===== src/rtl/simon_pkg.sv =====
// Shared types and widths for the Simon Says datapath blocks
// (sequencer, pattern memory, blinker, input block).
package simon_pkg;

  localparam int ADDR_W = 4;
  localparam int NUM_W  = 2;

  typedef enum logic [2:0] {
    ST_IDLE,
    ST_APPEND,
    ST_PLAY,
    ST_WAIT_PB,
    ST_WAIT_IN,
    ST_CHECK,
    ST_WIN,
    ST_LOSE
  } game_state_t;

endpackage


===== src/rtl/timeout_timer.sv =====
// Saturating per-entry timer; expired is raised once the count has reached
// TIMEOUT_CYC-1 while enabled.
module timeout_timer #(
  parameter int TIMEOUT_CYC = 5_000_000
) (
  input  logic clk,
  input  logic reset,
  input  logic clear,
  input  logic enable,
  output logic expired
);

  localparam int            W    = (TIMEOUT_CYC > 1) ? $clog2(TIMEOUT_CYC) : 1;
  localparam logic [W-1:0]  LAST = W'(TIMEOUT_CYC - 1);

  logic [W-1:0] cnt_q;

  always_ff @(posedge clk or posedge reset) begin
    if (reset) begin
      cnt_q <= '0;
    end else if (clear) begin
      cnt_q <= '0;
    end else if (enable && (cnt_q != LAST)) begin
      cnt_q <= cnt_q + W'(1);
    end
  end

  assign expired = enable && (cnt_q == LAST);

endmodule


===== src/rtl/game_sequencer.sv =====
// Simon Says round controller: grows the pattern one symbol per round,
// triggers playback, then walks the pattern while checking player entries.
module game_sequencer
  import simon_pkg::*;
#(
  parameter int MAX_LEVEL   = 16,
  parameter int TIMEOUT_CYC = 5_000_000
) (
  input  logic              clk,
  input  logic              reset,
  input  logic              start,
  input  logic [NUM_W-1:0]  rand_num,
  output logic [ADDR_W-1:0] mem_addr,
  output logic              mem_we,
  output logic [NUM_W-1:0]  mem_wdata,
  input  logic [NUM_W-1:0]  mem_rdata,
  output logic              play_start,
  output logic [ADDR_W:0]   play_len,
  input  logic [ADDR_W-1:0] play_addr,
  input  logic              play_done,
  input  logic              in_valid,
  input  logic [NUM_W-1:0]  in_num,
  output logic [ADDR_W-1:0] level,
  output logic              busy,
  output logic              win,
  output logic              lose
);

  localparam logic [ADDR_W-1:0] LAST_LEVEL = ADDR_W'(MAX_LEVEL - 1);

  game_state_t       state_q;
  logic [ADDR_W-1:0] level_q;
  logic [ADDR_W-1:0] idx_q;
  logic [NUM_W-1:0]  entry_q;
  logic [ADDR_W-1:0] mem_addr_q;
  logic              mem_we_q;
  logic [NUM_W-1:0]  mem_wdata_q;
  logic              play_start_q;
  logic [ADDR_W:0]   play_len_q;
  logic              expired;

  // Timer runs only while waiting for an entry, so it is fresh on every entry.
  timeout_timer #(.TIMEOUT_CYC(TIMEOUT_CYC)) u_timer (
    .clk     (clk),
    .reset   (reset),
    .clear   (state_q != ST_WAIT_IN),
    .enable  (state_q == ST_WAIT_IN),
    .expired (expired)
  );

  always_ff @(posedge clk or posedge reset) begin
    if (reset) begin
      state_q      <= ST_IDLE;
      level_q      <= '0;
      idx_q        <= '0;
      entry_q      <= '0;
      mem_addr_q   <= '0;
      mem_we_q     <= 1'b0;
      mem_wdata_q  <= '0;
      play_start_q <= 1'b0;
      play_len_q   <= 5'd1;
    end else begin
      mem_we_q     <= 1'b0;
      play_start_q <= 1'b0;
      case (state_q)
        ST_IDLE, ST_WIN, ST_LOSE: begin
          if (start) begin
            level_q     <= '0;
            idx_q       <= '0;
            mem_addr_q  <= '0;
            mem_we_q    <= 1'b1;
            mem_wdata_q <= rand_num;
            state_q     <= ST_APPEND;
          end
        end
        ST_APPEND: begin
          play_start_q <= 1'b1;
          play_len_q   <= {1'b0, level_q} + 5'd1;
          state_q      <= ST_PLAY;
        end
        ST_PLAY: state_q <= ST_WAIT_PB;
        ST_WAIT_PB: begin
          if (play_done) begin
            idx_q      <= '0;
            mem_addr_q <= '0;
            state_q    <= ST_WAIT_IN;
          end
        end
        ST_WAIT_IN: begin
          if (in_valid) begin
            entry_q <= in_num;
            state_q <= ST_CHECK;
          end else if (expired) begin
            state_q <= ST_LOSE;
          end
        end
        ST_CHECK: begin
          // mem_addr has held idx since WAIT_IN entry, so mem_rdata is idx's symbol.
          if (entry_q != mem_rdata) begin
            state_q <= ST_LOSE;
          end else if (idx_q != level_q) begin
            idx_q      <= idx_q + 4'd1;
            mem_addr_q <= idx_q + 4'd1;
            state_q    <= ST_WAIT_IN;
          end else if (level_q == LAST_LEVEL) begin
            state_q <= ST_WIN;
          end else begin
            level_q     <= level_q + 4'd1;
            mem_addr_q  <= level_q + 4'd1;
            mem_we_q    <= 1'b1;
            mem_wdata_q <= rand_num;
            state_q     <= ST_APPEND;
          end
        end
        default: state_q <= ST_IDLE;
      endcase
    end
  end

  assign mem_addr   = (state_q == ST_WAIT_PB) ? play_addr : mem_addr_q;
  assign mem_we     = mem_we_q;
  assign mem_wdata  = mem_wdata_q;
  assign play_start = play_start_q;
  assign play_len   = play_len_q;
  assign level      = level_q;
  assign busy       = (state_q != ST_IDLE) && (state_q != ST_WIN) && (state_q != ST_LOSE);
  assign win        = (state_q == ST_WIN);
  assign lose       = (state_q == ST_LOSE);

endmodule


===== config.mk =====
export PLATFORM = sky130hd
export DESIGN_NAME = game_sequencer
export DESIGN_NICKNAME = d
export VERILOG_FILES = /design/src/rtl/simon_pkg.sv /design/src/rtl/timeout_timer.sv /design/src/rtl/game_sequencer.sv
export SDC_FILE = /design/constraint.sdc
export NUM_CORES = 1
export LEC_CHECK = 0
export ABC_AREA = 1
export BUFFER_PORTS_ARGS = -buffer_cell sky130_fd_sc_hd__buf_2
export CORE_MARGIN = 3
export CORE_UTILIZATION = 58
export DETAILED_ROUTE_END_ITERATION = 8
export HOLD_SLACK_MARGIN = 0.08
export PLACE_DENSITY_LB_ADDON = 0.2
export SYNTH_ARGS = -nofsm -noshare
export SYNTH_HDL_FRONTEND = slang
export SYNTH_SLANG_ARGS = --single-unit

===== constraint.sdc =====
create_clock -name clk -period 2 [get_ports clk]
set_clock_uncertainty 0.1 [all_clocks]
set_input_delay 0.1 -clock clk [delete_from_list [all_inputs] [get_ports clk]]
set_output_delay 0.1 -clock clk [all_outputs]
set_load 0.02 [all_outputs]

* Yosys cells after proc, flatten, opt, wreduce, memory -nomap -nowiden
Cells that the tools add are included.
** Operators by class
- $add $sub $neg :: 4
- Eq/ne operators :: 23
- Muxes and demuxes :: 34
- Reduce and logical (&&, ||, !) cells :: 15
** Operators with widths (number)
- $mux W23 :: 2
- $mux W4 :: 10
- $pmux W4 S3 :: 2
- $add A23 B1 Y23 const B :: 1
- $eq A23 B23 Y1 const B :: 1
- $ne A23 B23 Y1 const B :: 1
- $mux W3 :: 7
- $pmux W3 S6 :: 1
- $ne A3 B3 Y1 const B :: 5
- $reduce_and A5 Y1 :: 3
- $eq A3 B3 Y1 const B :: 4
- $ne A2 B2 Y1 const B :: 6
- $add A4 B1 Y4 const B :: 2
- $mux W2 :: 4
- $pmux W4 S2 :: 1
- $eq A3 B2 Y1 const B :: 2
- $reduce_bool A3 Y1 :: 2
- $add A4 B1 Y5 const B :: 1
- $mux W1 :: 5
- $eq A4 B4 Y1 const B :: 1
- $logic_and A1 B1 Y1 :: 4
- $ne A4 B4 Y1 :: 1
- $pmux W2 S2 :: 1
- $reduce_bool A2 Y1 :: 2
- other kinds (7) :: 7
** Storage, ports and cells
- Bits in registers :: 49
- Input bits :: 15
- Output and inout bits :: 20
- Word-level logic and storage cells :: 86

* Depth between registers and ports, before layout
- Word-level depth :: 5
- Mapped depth :: 11
- Depth with buffers taken out :: 11

* Cells and area by module
From an unflattened synthesis, not the netlist that was laid out.
** Unflattened totals
- Cells, all modules :: 464
- Area total of the unflattened synthesis :: 3283.1 µm²
** Modules (own cells, without submodules)
- game_sequencer :: instances 1, cells each 214, area an instance 1641.6 µm², sequential area each 651.9 µm²
- timeout_timer :: instances 1, cells each 250, area an instance 1641.6 µm², sequential area each 575.6 µm²

* Least setup slack after synthesis
Ideal clock, no wire load.
- Kind :: reg2reg
- Start point :: reg state_q[2]
- End point :: reg mem_wdata_q[0], in the netlist mem_wdata[0]
- Library setup time :: 0.116 ns
- Arrival :: 1.390 ns
- Data required time :: 1.784 ns
- Slack :: 0.394 ns
- Cell stages (with the launch flop) :: 12
- Path buffers :: 0
- Period minus slack after synthesis :: 1.606 ns
- Cells stage by stage :: dfrtp_1 -> inv_2 -> nor2_2 -> inv_1 -> o21ai_1 -> nand2_1 -> nand2_1 -> nor2_4 -> nand2_4 -> inv_2 -> nand2_1 -> nand2_1
** Between the ends
- Word-level cells in the longest chain between the ends :: 4
- Elaborated cells on any way between the ends :: 12
- Classes of those cells :: 7 x eq/ne; 1 x mux; 4 x reduce/logical
** RTL lines
- from (decl) :: line game_sequencer.sv:31 : game_state_t state_q;
- from (signal assigned) :: line game_sequencer.sv:53 : state_q <= ST_IDLE;
- from (signal assigned) :: line game_sequencer.sv:73 : state_q <= ST_APPEND;
- from (signal assigned) :: line game_sequencer.sv:79 : state_q <= ST_PLAY;
- $eq A3 B3 Y1 / $logic_not A3 Y1 (equally long branches) :: line game_sequencer.sv:65 : case (state_q)
- $reduce_or A3 Y1 :: line game_sequencer.sv:65
- $ne A2 B2 Y1 (no line) / $reduce_bool A2 Y1 (equally long branches)
- $reduce_and A5 Y1 (no line)
- to (signal assigned) :: line game_sequencer.sv:72 : mem_wdata_q <= rand_num;
- to (signal assigned) :: line game_sequencer.sv:111 : mem_wdata_q <= rand_num;
- to (decl) :: line game_sequencer.sv:37 : logic [NUM_W-1:0] mem_wdata_q;
Several ways; a longest one is shown, not always the timed one.
A chain may end at the register's enable or synchronous reset.

* Worst setup path after layout
- Start point :: reg state_q[0]
- End point :: out mem_addr[0]
** Between the ends
- Word-level cells in the longest chain between the ends :: 2
** RTL lines
- $eq A3 B2 Y1 :: line game_sequencer.sv:120 : assign mem_addr = (state_q == ST_WAIT_PB) ? play_addr : mem_addr_q;
- $mux W4 :: line game_sequencer.sv:120
- to (decl) :: line game_sequencer.sv:13 : output logic [ADDR_W-1:0] mem_addr,
No other way between the ends.

==> impl_results.md <==
- Mapped Nets: 403
- Max_cap viols: 0
- Required time of the critical path: 1800 ps
- Die area: 0.005763 sq mm
- Final-report setup violation count: 0
- Gpl congestion: 0.9020
- RSZ-0062 raised after global routing: no
- Fin. Hold Viols: 0
- Register area share after synthesis: 43.29%
- Setup TNS: 0 ps
- Largest net degree at the start of global routing: 50
- Most common cell after layout, fill and taps aside: nand2_1
- Final Critical Period: 1790 ps
- WP data arrival: 1590 ps
- Leading cell types in the layout, fill and taps excluded: nand2_1, nor2_1, dfrtp_1
- Root Buffer: clkbuf_8
- Critical Path Sink Type: primary output
- Post-synth cell types: 31
- Die Wd: 75.92 microns
- Routed WL: 6404 microns
- Slew HR: 58.97%
- Crit-path slowest cell: dfrtp_1
- CTS tree: done
- Worst skew pair latency: 310 ps
- Critical path cell sequence: inv_1, nor2_1, nand2_2, mux2_2, buf_2
- Area Growth Syn to Fin: 16.81%
- Seq. cell area: 0.001227 sq mm
- Tcrit/Tclk final: 89.52%
- Top Family by Delay on Critical Path: flip-flops
- Max clock buf depth: 2
- Syn_area_per_cell: 7.364 sq um
- Max Freq: 558.5 MHz
- Worst slew pin tran: 615.4 ps
- GRT overflow: 0
- Crit Path Max Fanout: 7
- Number of DRC markers in iteration 0: 119
- Die H: 75.92 microns
- R2R setup slack: 230 ps
- Final net count: 453
- Post-CTS Setup Bufs: 0
- Register bit total from synthesis: 49
- TritonCTS Buffers: 5
- Post-Synthesis Cells: 385
- Reg clk slew, reported paths: 90 ps
- GRT Util Overall: 23.42%
- DRC: 0
- Post-DP HPWL: 4688 microns
- Port bufs: 34
- First-pass GRT wire length: 11220 microns
- # diodes: 0
- # rows: 24
- Filler cells: 370
- Run status: finished, final reports clean
- Via count of the routed design: 2632
- P_leak: 1.686 nW
- Yosys warnings: 0
- Max rail drop VDD: 670.1 uV
- Worst path buffer plus inverter count: 2
- Share of cells above drive strength 1: 18.12%
- Initial Util: 62.53%
- Mapped cell area: 0.002835 sq mm
- CORE AREA: 0.004534 sq mm
- First-pass DRT Iterations: 5
- Worst Setup Path Type: reg2out
- CTS H-tree depth: 2
- Total clock sinks: 49
- Worst hold-check path type: in2reg
- Total chip power: 3.809 mW
- I/O pins: 35
- Vias per cell: 5.253
- Startpoint types: flip-flop
- Power density of the placed cells: 1150 mW/mm^2
- Antenna viol nets, final: 0
- Avg WL per Cell: 12.78 microns
- Pins Over Slew Limit: 0
- Initial antenna violation count: 0
- Vias in the first global route: 2499
- CP peak stage delay: 480 ps
- Area of the multi-input gates: 0.001436 sq mm
-- registers in the layout (all words and copies together), names as in the netlist, 2 cells and up --
signal / count
u_timer.cnt_q: 23
entry_q: 2
mem_wdata: 2
state_q: 3
mem_addr_q: 4
idx_q: 4
play_len: 5
level: 4
-- cell families (layout without fill, tap and decap cells) --
logic type	after synthesis	count (layout)	share of synthesized area [%]
multiplexers	6	6	2.383
adder cells (fa/ha/maj)	3	3	1.324
AND/OR/NAND/NOR	238	238	37.47
AO/OA/AOI/OAI	35	35	6.708
flip-flops	49	49	43.29
XOR/XNOR	9	9	2.780
buffers and inverters	45	96	6.046
-- through the flow --
step                      instance area, sq um  hold WS [ps]  std cells  setup slack (ps)  util (%)
after CTS                                 3312         229.3        501             225.7     73.04
after floorplan                           2835         109.6        385             393.8         -
after global routing                      3312         255.8        501             58.85     73.04
final                                     3312         232.3        501             209.6     73.04
after detailed placement                  3114         194.0        487             258.9     68.68
after global placement                    3114         189.4        487             346.6     68.68
-- report_power, final --
part           total, mW  switching (mW)  internal (mW)
combinational       1.68            1.12          0.559
sequential          1.28           0.134           1.14
clock              0.850           0.347          0.503
total               3.81            1.60           2.20
-- timing repair --
| item | in CTS | in global routing |
|---|---|---|
| endpoints found under the hold margin | 52 | 0 |
| hold buffers | 6 | 0 |
| resized for setup | 0 | 0 |
-- cell type report --
cell class              instances  area share [%]
well taps                      65           2.456
flip-flops and latches         49           37.06
clock inverters                 3           2.078
clock buffers                   5           2.078
repair buffers                 45           8.085
inverters                      43           4.873
multi-input cells             291           43.37
-- synthesized netlist by cell type --
library cell,count,area [sq um]
nor2_1,58,217.7
a21oi_2,1,8.760
dfstp_2,1,26.28
nand2_4,2,22.52
xor2_1,5,43.79
nor2_4,3,33.78
a31oi_1,1,6.260
inv_1,39,146.4
nor4_1,1,6.260
nand4_1,4,25.02
nor2_2,4,25.02
a21oi_1,15,75.07
nand3_1,28,140.1
o21bai_1,1,7.510
nand2_2,6,37.54
o21a_1,2,15.01
xnor2_1,4,35.03
dfrtp_1,48,1201
mux2_2,6,67.56
o21ai_1,4,20.02
ha_1,3,37.54
or2_2,1,6.260
nand3b_1,1,7.510
inv_2,4,15.01
o31ai_1,1,7.510
nor3_1,5,25.02
nand2_1,122,457.9
nand3_4,1,17.52
nor2_8,2,40.04
buf_2,2,10.01
o21ai_0,10,50.05
-- routing by layer --
metal | vias to the layer above | wire length [microns] | global-route usage (%) | share of wire, %
li1 | 1318 | - | - | -
met1 | 1229 | 2721 | 28.74 | 42
met2 | 66 | 3307 | 42.91 | 52
met5 | - | 0 | 0 | 0
met4 | 0 | 123 | 6.159 | 1.9
met3 | 19 | 251 | 3.555 | 3.9
-- worst reg2reg max path, delay by kind of cell, from the launching register on --
family / cells / cell delay, ps
buffers and inverters: 1 / 60
DFF: 1 / 430
and+or+nand+nor: 8 / 1090
-- path summary, 6_finish.rpt --
check / from / end / cells past startpoint
hold reg to reg: play_len[1] / play_len[1] / 2
min in group asynchronous: reset / idx_q[1] / 4
max in group asynchronous: reset / state_q[0] / 4
setup reg to reg: u_timer.cnt_q[3] / u_timer.cnt_q[19] / 9
hold / removal: start / state_q[2] / 6
setup / recovery: state_q[0] / mem_addr[0] / 5
Power figures use the tool's default switching activity.
